==> config.mk <==
export PLATFORM = sky130hd
export DESIGN_NAME = uart_mem_bridge_flat
export DESIGN_NICKNAME = d
export VERILOG_FILES = /design/src/rtl/uart_mem_bridge_if.sv /design/src/rtl/uart_mem_bridge.sv /design/src/flat_wrapper.sv
export SDC_FILE = /design/constraint.sdc
export NUM_CORES = 1
export LEC_CHECK = 0
export CORE_MARGIN = 2
export CORE_UTILIZATION = 45
export DETAILED_ROUTE_END_ITERATION = 8
export PLACE_DENSITY = 0.77
export SLEW_MARGIN = 5
export SYNTH_ARGS = -nofsm -noshare
export SYNTH_HDL_FRONTEND = slang
export SYNTH_SLANG_ARGS = --single-unit
==> constraint.sdc <==
create_clock -name clk -period 2.4 [get_ports clk]
set_clock_uncertainty 0.05 [all_clocks]
set_input_delay 0.36 -clock clk [delete_from_list [all_inputs] [get_ports clk]]
set_output_delay 0.36 -clock clk [all_outputs]
set_load 0.01 [all_outputs]
==> src/rtl/uart_mem_bridge_if.sv <==
// Word-wide valid/ready memory bus between the serial bridge and the upstream arbiter.
//   mem_valid  request held until mem_ready or abort
//   mem_ready  completion, one cycle
//   mem_addr   word address, [1:0] always 0
//   mem_wdata  write data
//   mem_wstrb  4'hF for a write, 4'h0 for a read
//   mem_rdata  read data, valid on the mem_ready cycle
interface uart_mem_bridge_if;
  logic        mem_valid;
  logic        mem_ready;
  logic [31:0] mem_addr;
  logic [31:0] mem_wdata;
  logic [3:0]  mem_wstrb;
  logic [31:0] mem_rdata;

  modport master (
    output mem_valid, mem_addr, mem_wdata, mem_wstrb,
    input  mem_ready, mem_rdata
  );

  modport slave (
    input  mem_valid, mem_addr, mem_wdata, mem_wstrb,
    output mem_ready, mem_rdata
  );
endinterface

==> src/rtl/uart_mem_bridge.sv <==
// Serial-driven debug/boot bus initiator. Parses 'W' A0..A3 D0..D3 and 'R' A0..A3 from uart_rx
// (all fields LSB first), performs one word access on the mem bus and replies through uart_tx:
// ACK (0x06) for a write, D0..D3 for a read, NAK (0x15) for an unknown command or a bus timeout.
//   clk, rst_n          clock, asynchronous active-low reset
//   rx_dout/rx_full     byte offered by uart_rx; rx_re pops it (1-cycle pulse)
//   tx_din/tx_we        byte pushed to uart_tx (1-cycle pulse); tx_empty = uart_tx can accept
//   bus                 mem bus master port
//   busy                high whenever the parser is not idle
module uart_mem_bridge #(
  parameter int unsigned RX_TIMEOUT  = 2500000,
  parameter int unsigned BUS_TIMEOUT = 255
) (
  input  logic                      clk,
  input  logic                      rst_n,
  input  logic [7:0]                rx_dout,
  input  logic                      rx_full,
  output logic                      rx_re,
  output logic [7:0]                tx_din,
  output logic                      tx_we,
  input  logic                      tx_empty,
  uart_mem_bridge_if.master         bus,
  output logic                      busy
);

  localparam int unsigned RXW  = $clog2(RX_TIMEOUT + 1);
  localparam int unsigned BUSW = $clog2(BUS_TIMEOUT + 1);
  localparam logic [RXW-1:0]  RX_LAST  = RXW'(RX_TIMEOUT - 1);
  localparam logic [BUSW-1:0] BUS_LAST = BUSW'(BUS_TIMEOUT - 1);
  localparam logic [7:0] CMD_W = 8'h57;
  localparam logic [7:0] CMD_R = 8'h52;
  localparam logic [7:0] ACK   = 8'h06;
  localparam logic [7:0] NAK   = 8'h15;

  typedef enum logic [2:0] {
    S_IDLE, S_ADDR, S_DATA, S_BUS, S_TX, S_TX_GAP
  } state_t;

  state_t          state_q, state_d;
  logic            is_write_q, is_write_d;
  logic [1:0]      byte_cnt_q, byte_cnt_d;
  logic [RXW-1:0]  rx_cnt_q, rx_cnt_d;
  logic [BUSW-1:0] bus_cnt_q, bus_cnt_d;
  logic            rx_re_q, rx_re_d;
  logic            tx_we_q, tx_we_d;
  logic [7:0]      tx_din_q, tx_din_d;
  logic            mem_valid_q, mem_valid_d;
  logic [31:0]     addr_q, addr_d;
  logic [31:0]     wdata_q, wdata_d;
  logic [3:0]      wstrb_q, wstrb_d;
  logic            busy_q, busy_d;
  logic [31:0]     tx_buf_q, tx_buf_d;
  logic [1:0]      tx_idx_q, tx_idx_d;
  logic [1:0]      tx_last_q, tx_last_d;
  logic            rx_take;

  // Next-state and registered-output logic
  always_comb begin
    state_d     = state_q;
    is_write_d  = is_write_q;
    byte_cnt_d  = byte_cnt_q;
    rx_cnt_d    = rx_cnt_q;
    bus_cnt_d   = bus_cnt_q;
    rx_re_d     = 1'b0;
    tx_we_d     = 1'b0;
    tx_din_d    = tx_din_q;
    mem_valid_d = mem_valid_q;
    addr_d      = addr_q;
    wdata_d     = wdata_q;
    wstrb_d     = wstrb_q;
    tx_buf_d    = tx_buf_q;
    tx_idx_d    = tx_idx_q;
    tx_last_d   = tx_last_q;

    // Accept a byte only while parsing; the rx_re_q guard keeps pops at least two cycles apart
    rx_take = rx_full && !rx_re_q && (state_q inside {S_IDLE, S_ADDR, S_DATA});
    if (rx_take) rx_re_d = 1'b1;

    case (state_q)
      S_IDLE: begin
        if (rx_take) begin
          if (rx_dout == CMD_W || rx_dout == CMD_R) begin
            is_write_d = (rx_dout == CMD_W);
            byte_cnt_d = 2'd0;
            rx_cnt_d   = '0;
            state_d    = S_ADDR;
          end else begin
            tx_buf_d  = {24'h0, NAK};
            tx_idx_d  = 2'd0;
            tx_last_d = 2'd0;
            state_d   = S_TX;
          end
        end
      end

      S_ADDR, S_DATA: begin
        if (rx_take) begin
          rx_cnt_d = '0;
          if (state_q == S_ADDR) addr_d[{byte_cnt_q, 3'b000} +: 8] = rx_dout;
          else                   wdata_d[{byte_cnt_q, 3'b000} +: 8] = rx_dout;
          byte_cnt_d = byte_cnt_q + 2'd1;
          if (byte_cnt_q == 2'd3) begin
            if (state_q == S_ADDR && is_write_q) begin
              state_d = S_DATA;
            end else begin
              wstrb_d   = is_write_q ? 4'hF : 4'h0;
              bus_cnt_d = '0;
              state_d   = S_BUS;
            end
          end
        end else if (rx_cnt_q == RX_LAST) begin
          // Inter-byte gap too long: drop the partial command silently
          state_d = S_IDLE;
        end else begin
          rx_cnt_d = rx_cnt_q + RXW'(1);
        end
      end

      S_BUS: begin
        // valid rises the cycle after entry, so ready seen on the entry cycle is ignored
        if (!mem_valid_q) begin
          mem_valid_d = 1'b1;
          bus_cnt_d   = '0;
        end else if (bus.mem_ready) begin
          mem_valid_d = 1'b0;
          tx_idx_d    = 2'd0;
          if (is_write_q) begin
            tx_buf_d  = {24'h0, ACK};
            tx_last_d = 2'd0;
          end else begin
            tx_buf_d  = bus.mem_rdata;
            tx_last_d = 2'd3;
          end
          state_d = S_TX;
        end else if (bus_cnt_q == BUS_LAST) begin
          mem_valid_d = 1'b0;
          tx_buf_d    = {24'h0, NAK};
          tx_idx_d    = 2'd0;
          tx_last_d   = 2'd0;
          state_d     = S_TX;
        end else begin
          bus_cnt_d = bus_cnt_q + BUSW'(1);
        end
      end

      S_TX: begin
        if (tx_empty) begin
          tx_din_d = tx_buf_q[{tx_idx_q, 3'b000} +: 8];
          tx_we_d  = 1'b1;
          state_d  = S_TX_GAP;
        end
      end

      S_TX_GAP: begin
        // One idle cycle lets uart_tx drop tx_empty before the next byte is considered
        if (tx_idx_q == tx_last_q) begin
          state_d = S_IDLE;
        end else begin
          tx_idx_d = tx_idx_q + 2'd1;
          state_d  = S_TX;
        end
      end

      default: state_d = S_IDLE;
    endcase

    addr_d[1:0] = 2'b00;
    busy_d = (state_d != S_IDLE);
  end

  // State and output registers
  always_ff @(posedge clk or negedge rst_n) begin
    if (!rst_n) begin
      state_q     <= S_IDLE;
      is_write_q  <= 1'b0;
      byte_cnt_q  <= 2'd0;
      rx_cnt_q    <= '0;
      bus_cnt_q   <= '0;
      rx_re_q     <= 1'b0;
      tx_we_q     <= 1'b0;
      tx_din_q    <= 8'h00;
      mem_valid_q <= 1'b0;
      addr_q      <= 32'h0;
      wdata_q     <= 32'h0;
      wstrb_q     <= 4'h0;
      busy_q      <= 1'b0;
      tx_buf_q    <= 32'h0;
      tx_idx_q    <= 2'd0;
      tx_last_q   <= 2'd0;
    end else begin
      state_q     <= state_d;
      is_write_q  <= is_write_d;
      byte_cnt_q  <= byte_cnt_d;
      rx_cnt_q    <= rx_cnt_d;
      bus_cnt_q   <= bus_cnt_d;
      rx_re_q     <= rx_re_d;
      tx_we_q     <= tx_we_d;
      tx_din_q    <= tx_din_d;
      mem_valid_q <= mem_valid_d;
      addr_q      <= addr_d;
      wdata_q     <= wdata_d;
      wstrb_q     <= wstrb_d;
      busy_q      <= busy_d;
      tx_buf_q    <= tx_buf_d;
      tx_idx_q    <= tx_idx_d;
      tx_last_q   <= tx_last_d;
    end
  end

  assign rx_re         = rx_re_q;
  assign tx_we         = tx_we_q;
  assign tx_din        = tx_din_q;
  assign busy          = busy_q;
  assign bus.mem_valid = mem_valid_q;
  assign bus.mem_addr  = addr_q;
  assign bus.mem_wdata = wdata_q;
  assign bus.mem_wstrb = wstrb_q;

endmodule

==> src/flat_wrapper.sv <==
// flat-port wrapper written by rule: the top's interface ports become plain ports
module uart_mem_bridge_flat 
#(
  parameter int unsigned RX_TIMEOUT  = 2500000,
  parameter int unsigned BUS_TIMEOUT = 255
)
  (clk, rst_n, rx_dout, rx_full, rx_re, tx_din, tx_we, tx_empty, busy, bus_mem_valid, bus_mem_addr, bus_mem_wdata, bus_mem_wstrb, bus_mem_ready, bus_mem_rdata);
  uart_mem_bridge_if bus_i ();
  input  logic clk;
  input  logic rst_n;
  input  logic [7:0] rx_dout;
  input  logic rx_full;
  output logic rx_re;
  output logic [7:0] tx_din;
  output logic tx_we;
  input  logic tx_empty;
  output logic busy;
  output wire logic [$bits(bus_i.mem_valid)-1:0] bus_mem_valid;
  output wire logic [$bits(bus_i.mem_addr)-1:0] bus_mem_addr;
  output wire logic [$bits(bus_i.mem_wdata)-1:0] bus_mem_wdata;
  output wire logic [$bits(bus_i.mem_wstrb)-1:0] bus_mem_wstrb;
  input wire logic [$bits(bus_i.mem_ready)-1:0] bus_mem_ready;
  input wire logic [$bits(bus_i.mem_rdata)-1:0] bus_mem_rdata;
  assign bus_mem_valid = bus_i.mem_valid;
  assign bus_mem_addr = bus_i.mem_addr;
  assign bus_mem_wdata = bus_i.mem_wdata;
  assign bus_mem_wstrb = bus_i.mem_wstrb;
  assign bus_i.mem_ready = bus_mem_ready;
  assign bus_i.mem_rdata = bus_mem_rdata;
  uart_mem_bridge #(.RX_TIMEOUT(RX_TIMEOUT), .BUS_TIMEOUT(BUS_TIMEOUT)) u_core (.clk(clk), .rst_n(rst_n), .rx_dout(rx_dout), .rx_full(rx_full), .rx_re(rx_re), .tx_din(tx_din), .tx_we(tx_we), .tx_empty(tx_empty), .bus(bus_i), .busy(busy));
endmodule
==> results.toml, run 1 <==
[power]
leakagePower_nw = 4.11
worst_ir_drop_vdd_mv = 0.717
powerDensity_nw_per_um2 = 849

[worst_hold_path]
min_path_type = "reg -> reg"
holdPathStages = 2
hold_start = "u_core.bus.mem_wdata[1]"
min_to = "u_core.bus.mem_wdata[1]"

[worst_setup_path]
path_class = "in -> reg"
worst_ep_arrival_time_ps = 2610
worst_setup_path_start_kind = "input port"
ff2ff_setup_slack_ps = 130
required_ps = 2700
path_cells = "clkdlybuf4s50_1 -> nor3b_1 -> o311ai_4 -> a211oi_4 -> a22o_1"
crit_path_max_fanout = 15
crit_slowest_cell = "a211oi_4"
critical_path_buf_inv_count = 1
r2r-start = "u_core.state_q[2]"
reg2reg_to = "u_core.tx_buf_q[11]"
reg2reg_depth = 4
path_depth = 5
crit_family = "compound AO/OA/AOI/OAI gates"
max_stage_delay_ps = 720
cp-end-kind = "register"

[logic_synthesis]
syn-cell-area_um2 = 6740
synth_flop_cell = "dfrtp_1"
yosys.area_share.simple_pct = 15.8
synth_mux_area_share_pct = 12.3
synth.distinct_cells = 59
synth_warnings = 0
synth_edf_count = 0
synth_top_family_by_area = "simple AND/OR/NAND/NOR gates"
synthTopCellsByCount = "dfrtp_1 (146), nand2_1 (58), mux2_2 (57)"
ys_seq_elements = 146
avgSynthCellArea_um2 = 11.2
synth_compound_area_share_pct = 13.0
synthCells = 600
synth.area.top_cells = "dfrtp_1 (54%), mux2_2 (9.5%), a22o_1 (3.8%)"
yosys.area.top_type = "dfrtp_1"
post-synth-top-count-cell = "dfrtp_1"
seq_area_frac_synth_pct = 54.2
synth_top_cell_area_share_pct = 54.2
synth_fa_ha_area_share_pct = 1.48
async_reset_ff_share_pct = 100
synth-xor-area-share_pct = 0.520

[clocking]
clk_transition_reported_paths_ps = 60
cts_tree = "done"
cts-buffers-inserted = 17
insertion_delay_ps = 420
clock_sinks = 146
post_cts_buffers = 0
htree_num_levels = 4
root_buffer = "clkbuf_16"
cts_buffer_depth = 2

[drt]
routed-via-count = 5538
wl_per_cell_um = 18.5
drtPass1Iterations = 5
routed_wl_um = 17800
ant_nets = 0
vias_per_cell = 5.75
drtIter0Drc = 379
drc = 0

[placed_design]
dp_hpwl_um = 12400
io_buffers = 122
postPlaceCellArea_um2 = 8550
gp_congestion = 0.864

[sta]
hold_violations = 0
slew_viol_final = 0
hold_slack_ps = 437
period_needed_ps = 2310
period_share_pct = 96.2
fmax_ghz = 0.433
setup_viol = 0
slew_headroom_pct = 49.4
tightestPinTransition_ps = 756

[flow_run]
drv_cap = 0

[grt]
antenna_found_initial = 0
grt_pass1_wl_um = 29200
track_usage_pct = 23.1
grt_start_max_net_pins = 69
grt_pass1_vias = 5782
grt_overflow = 0

[final_layout]
area_growth_pct = 37.2
insertedDiodeCount = 0
nFillCells = 1096
drive_gt1_share_pct = 20.7
nets = 820
fin_area_um2 = 9250

[floorplan]
dieWidth_um = 126
die_area_um2 = 16000
start_util_pct = 46.2
core-area_um2 = 14600
fp.dieH_um = 126
rows = 44
pin_count = 125

[run_status]
status = "complete, no violations"
-- logic make-up after synthesis --
logic type / Yosys count
adder cells (fa/ha/maj): 8
buffers and inverters: 39
AND/OR/NAND/NOR: 202
AO/OA/AOI/OAI: 134
XOR/XNOR: 4
other: 1
multiplexers: 66
flip-flops: 146
-- worst max-delay path by stage --
stage | start | endpoint | slack, ps
6_report | rx_full | u_core.tx_buf_q[11] | 90
5_1_grt | rx_dout[7] | u_core.rx_cnt_q[17] | -0.02
4_1_cts | u_core.rx_cnt_q[0] | u_core.rx_cnt_q[3] | 90
3_5_place_dp | rx_full | u_core.tx_buf_q[2] | -520
3_3_place_gp | rx_full | u_core.tx_buf_q[2] | -390
2_1_floorplan | rx_dout[7] | u_core.rx_cnt_q[17] | 210
-- state kept, by name, summed over array words and instances, names as in the netlist --
register              flops
u_core.bus.mem_addr      30
u_core.bus.mem_valid      1
u_core.bus.mem_wdata     32
u_core.bus.mem_wstrb      1
u_core.bus_cnt_q          8
u_core.busy               1
u_core.byte_cnt_q         2
u_core.is_write_q         1
u_core.rx_cnt_q          22
u_core.rx_re              1
u_core.state_q            3
u_core.tx_buf_q          32
u_core.tx_din             8
u_core.tx_idx_q           2
u_core.tx_last_q          1
u_core.tx_we              1
-- power by group --
| group | switching [W] | total (W) | leakage (nW) | internal [W] |
|---|---|---|---|---|
| Sequential | 0.000229 | 0.00292 | 1.99 | 0.00269 |
| Combinational | 0.00106 | 0.00204 | 1.81 | 0.000979 |
| Clock | 0.00103 | 0.00289 | 0.316 | 0.00187 |
| Total | 0.00232 | 0.00785 | 4.11 | 0.00554 |
-- repair_timing --
action / in CTS / in global routing
pin swaps: 1 / 1
hold endpoints to repair: 65 / 0
endpoints found under the setup margin: 29 / 8
hold buffers: 1 / 0
gates resized for setup: 2 / 3
cloned: 1 / 0
-- stage by stage --
stage | worst slack, ps | power (W) | util (%) | std cells | setup TNS [ps]
5_1_grt | -0.0220 | 0.00821 | 63.4 | 963 | -0.0220
4_1_cts | 93.9 | 0.00788 | 63.3 | 963 | 0
6_report | 91.8 | 0.00785 | 63.4 | 963 | 0
3_5_place_dp | -520 | 0.00496 | 58.6 | 930 | -29090
2_1_floorplan | 214 | 0.00393 | - | 601 | 0
3_3_place_gp | -389 | 0.00489 | 58.6 | 930 | -22310
-- tightest hold or removal path, stage by stage, from the launching register on --
cell	delay [ps]
dfrtp_1	350
nand2_1	50
o21ai_0	60
-- metal layers --
layer / vias up / global-route usage, % / wire (um)
li1: 2529 / - / -
met1: 2791 / 28.6 / 7320
met2: 192 / 37.4 / 8740
met3: 26 / 8.39 / 1310
met4: 0 / 8.34 / 399
met5: - / 0 / 0
-- cells in the final DEF (no fill, tap or decap), drive strengths merged, types with 4 or more instances in the layout --
cell,instances
ha,8
o31ai,11
mux2,57
clkinv,6
and3,6
clkbuf,18
o21ai,48
nand2,58
or3,6
nor2b,4
a31oi,6
nor2,45
dfrtp,146
nor4,8
a22o,29
clkdlybuf4s50,121
a21o,4
and4,4
nand2b,15
o21a,4
nand4,8
inv,12
buf,52
mux4,8
nand3,15
or4,7
nor3,6
a21oi,22
bufinv,5
-- final cells by class --
class	instances	area (um^2)	area share, %
clock buffer	18	439	4.75
clock inverter	13	208	2.25
inverter	11	41.3	0.446
multi-input combinational	417	2970	32.2
sequential	146	3650	39.5
tap	184	230	2.49
timing repair buffer	174	1700	18.4
Note: power is estimated with default switching activity, not from simulation.
==> run 2: changes to the inputs <==
--- a/config.mk
+++ b/config.mk
@@ -5,6 +5,7 @@
 export SDC_FILE = /design/constraint.sdc
 export NUM_CORES = 1
 export LEC_CHECK = 0
+export CORE_ASPECT_RATIO = 1.2
 export CORE_MARGIN = 2
 export CORE_UTILIZATION = 45
 export DETAILED_ROUTE_END_ITERATION = 8
==> results.toml, run 2 (same netlist as run 1, synthesis figures left out) <==
[final_layout]
nets = 823
final_common_cell = "dfrtp_1"
insertedDiodeCount = 0
area_growth_pct = 36.9
drive_gt1_share_pct = 20.9
fin_area_um2 = 9230
fin_cells = 987
fin_util_pct = 62.2
final_cell_mix = "dfrtp_1 (146), clkdlybuf4s50_1 (121), nand2_1 (58), mux2_2 (57), o21ai_0 (48)"

[worst_setup_path]
path_cells = "clkdlybuf4s50_1 -> or4b_4 -> nor4_4 -> nor2_4 -> or4_1 -> a21oi_1"
ff2ff_setup_slack_ps = 120
max_stage_delay_ps = 620
worstSetupStartpoint = "rx_dout[5]"
required_ps = 2690
reg2reg_to = "u_core.rx_cnt_q[20]"
reg2reg_depth = 5
critical_path_buf_inv_count = 1
worst_setup_path_start_kind = "input port"
crit_slowest_cell = "or4b_4"
r2r-start = "u_core.state_q[0]"
crit_end = "u_core.rx_cnt_q[20]"
worst_ep_arrival_time_ps = 2630
path_class = "in -> reg"
crit_family = "simple AND/OR/NAND/NOR gates"
cp-end-kind = "register"
path_depth = 6
crit_path_max_fanout = 12

[power]
power_frac_seq_pct = 38.5
pwr-share-clk_pct = 34.6
swShare_pct = 31.9
worst_ir_drop_vdd_mv = 0.640
internal_power_w = 0.00516
p_total_w = 0.00757
powerDensity_nw_per_um2 = 820
leakagePower_nw = 4.09
switchingPower_w = 0.00241
power_frac_comb_pct = 26.9

[sta]
tightestPinTransition_ps = 710
slew_headroom_pct = 52.6
slew_viol_final = 0
period_needed_ps = 2340
rsz0062_at_grt = "false"
period_share_pct = 97.5
setup_viol = 0
fmax_ghz = 0.427
hold_violations = 0
setup_tns_ps = 0

[grt]
busiest_layer = "met2"
grt_util_met3_pct = 6.80
grt_pass1_vias = 5757
grtUsageMet1_pct = 28.4
antenna_found_initial = 0
track_usage_pct = 23.2
grt_start_max_net_pins = 65
grt_pass1_wl_um = 29200
grt_overflow = 0
use_met2_pct = 38.7

[placed_design]
dp_hpwl_um = 12600
io_buffers = 122
gp_congestion = 0.878
postPlaceCellArea_um2 = 8570
dp.cells = 951

[drt]
vias_per_cell = 5.53
drtPass1Iterations = 5
ant_nets = 0
wl_per_cell_um = 18.0
routed-via-count = 5461
routed_wl_um = 17700
drc = 0
drtIter0Drc = 364

[clocking]
cts-buffers-inserted = 17
root_buffer = "clkbuf_16"
clk_transition_reported_paths_ps = 60
insertion_delay_ps = 420
htree_num_levels = 4
cts_buffer_depth = 2
clock_sinks = 146
cts_tree = "done"

[flow_run]
drv_cap = 0

[floorplan]
fp.dieH_um = 138
rows = 49
die_area_um2 = 16000
core-area_um2 = 14800
pin_count = 125
start_util_pct = 45.4
dieWidth_um = 116

[worst_hold_path]
min_path_type = "reg -> reg"

[run_status]
status = "complete, no violations"
-- run 2: changes by cell type in the layout (fill, tap and decap cells not counted), sizes merged --
| cell | change |
|---|---|
| inv | +8 |
| clkinv | -5 |
| bufinv | -4 |
| buf | +3 |
| clkinvlp | +2 |
-- run 2: how the worst min path moves through the flow --
stage	cells after the start	end	slack, ps	start
global route	2	u_core.bus.mem_wdata[2]	460	u_core.bus.mem_wdata[2]
floorplan	0	u_core.bus.mem_addr[10]	10	rst_n
detailed placement	1	u_core.bus.mem_wdata[12]	340	rst_n
finish	2	u_core.bus.mem_addr[2]	440	u_core.bus.mem_addr[2]
global placement	1	u_core.bus.mem_addr[12]	320	rst_n
CTS	2	u_core.bus.mem_wdata[2]	440	u_core.bus.mem_wdata[2]
-- run 2: final cells by class --
cell class | instances | area, um^2
clock inverter | 14 | 144
clock buffer | 18 | 439
inverter | 11 | 41.3
fill | 1184 | 5610
tap | 204 | 255
timing repair buffer | 177 | 1730
multi-input combinational | 417 | 2970
sequential | 146 | 3650
-- run 2: worst min-delay path, stage by stage (launching register included) --
cell	delay, ps
dfrtp_1	350
nand2_1	50
o21ai_0	60
-- run 2: timing repair --
action | in CTS | in global routing
pin swaps | 1 | 4
hold buffers | 1 | 0
setup buffers | 0 | 2
hold endpoints to repair | 61 | 0
setup endpoints to repair | 29 | 18
gates resized for setup | 2 | 2
cloned | 1 | 0
-- run 2: per-layer routing --
metal / routed length [um] / vias up
met1: 7140 / 2721
met4: 421 / 0
met2: 9090 / 174
met3: 1080 / 35
met5: 0 / -
li1: - / 2531
-- run 2: power groups by stage --
| stage | logic [W] | clock network [W] | registers [W] |
|---|---|---|---|
| 6_report | 0.00204 | 0.00262 | 0.00291 |
| 5_1_grt | 0.00222 | 0.00277 | 0.00294 |
| 3_5_place_dp | 0.00199 | 0 | 0.00295 |
| 2_1_floorplan | 0.000970 | 0 | 0.00296 |
| 4_1_cts | 0.00203 | 0.00265 | 0.00291 |
| 3_3_place_gp | 0.00194 | 0 | 0.00294 |
-- run 2: per-stage QoR --
step                setup slack (ps)  hold WS (ps)
finish                          60.1           436
global route                    6.96           456
CTS                             58.3           442
detailed placement              -545           339
global placement                -480           324
floorplan                        214          14.4
==> run 3: changes to the inputs <==
--- a/config.mk
+++ b/config.mk
@@ -5,6 +5,7 @@
 export SDC_FILE = /design/constraint.sdc
 export NUM_CORES = 1
 export LEC_CHECK = 0
+export CAP_MARGIN = 20
 export CORE_ASPECT_RATIO = 1.2
 export CORE_MARGIN = 2
 export CORE_UTILIZATION = 45
==> results of run 3 <==
The final DEF is identical to that of run 2; final timing and power are the same.
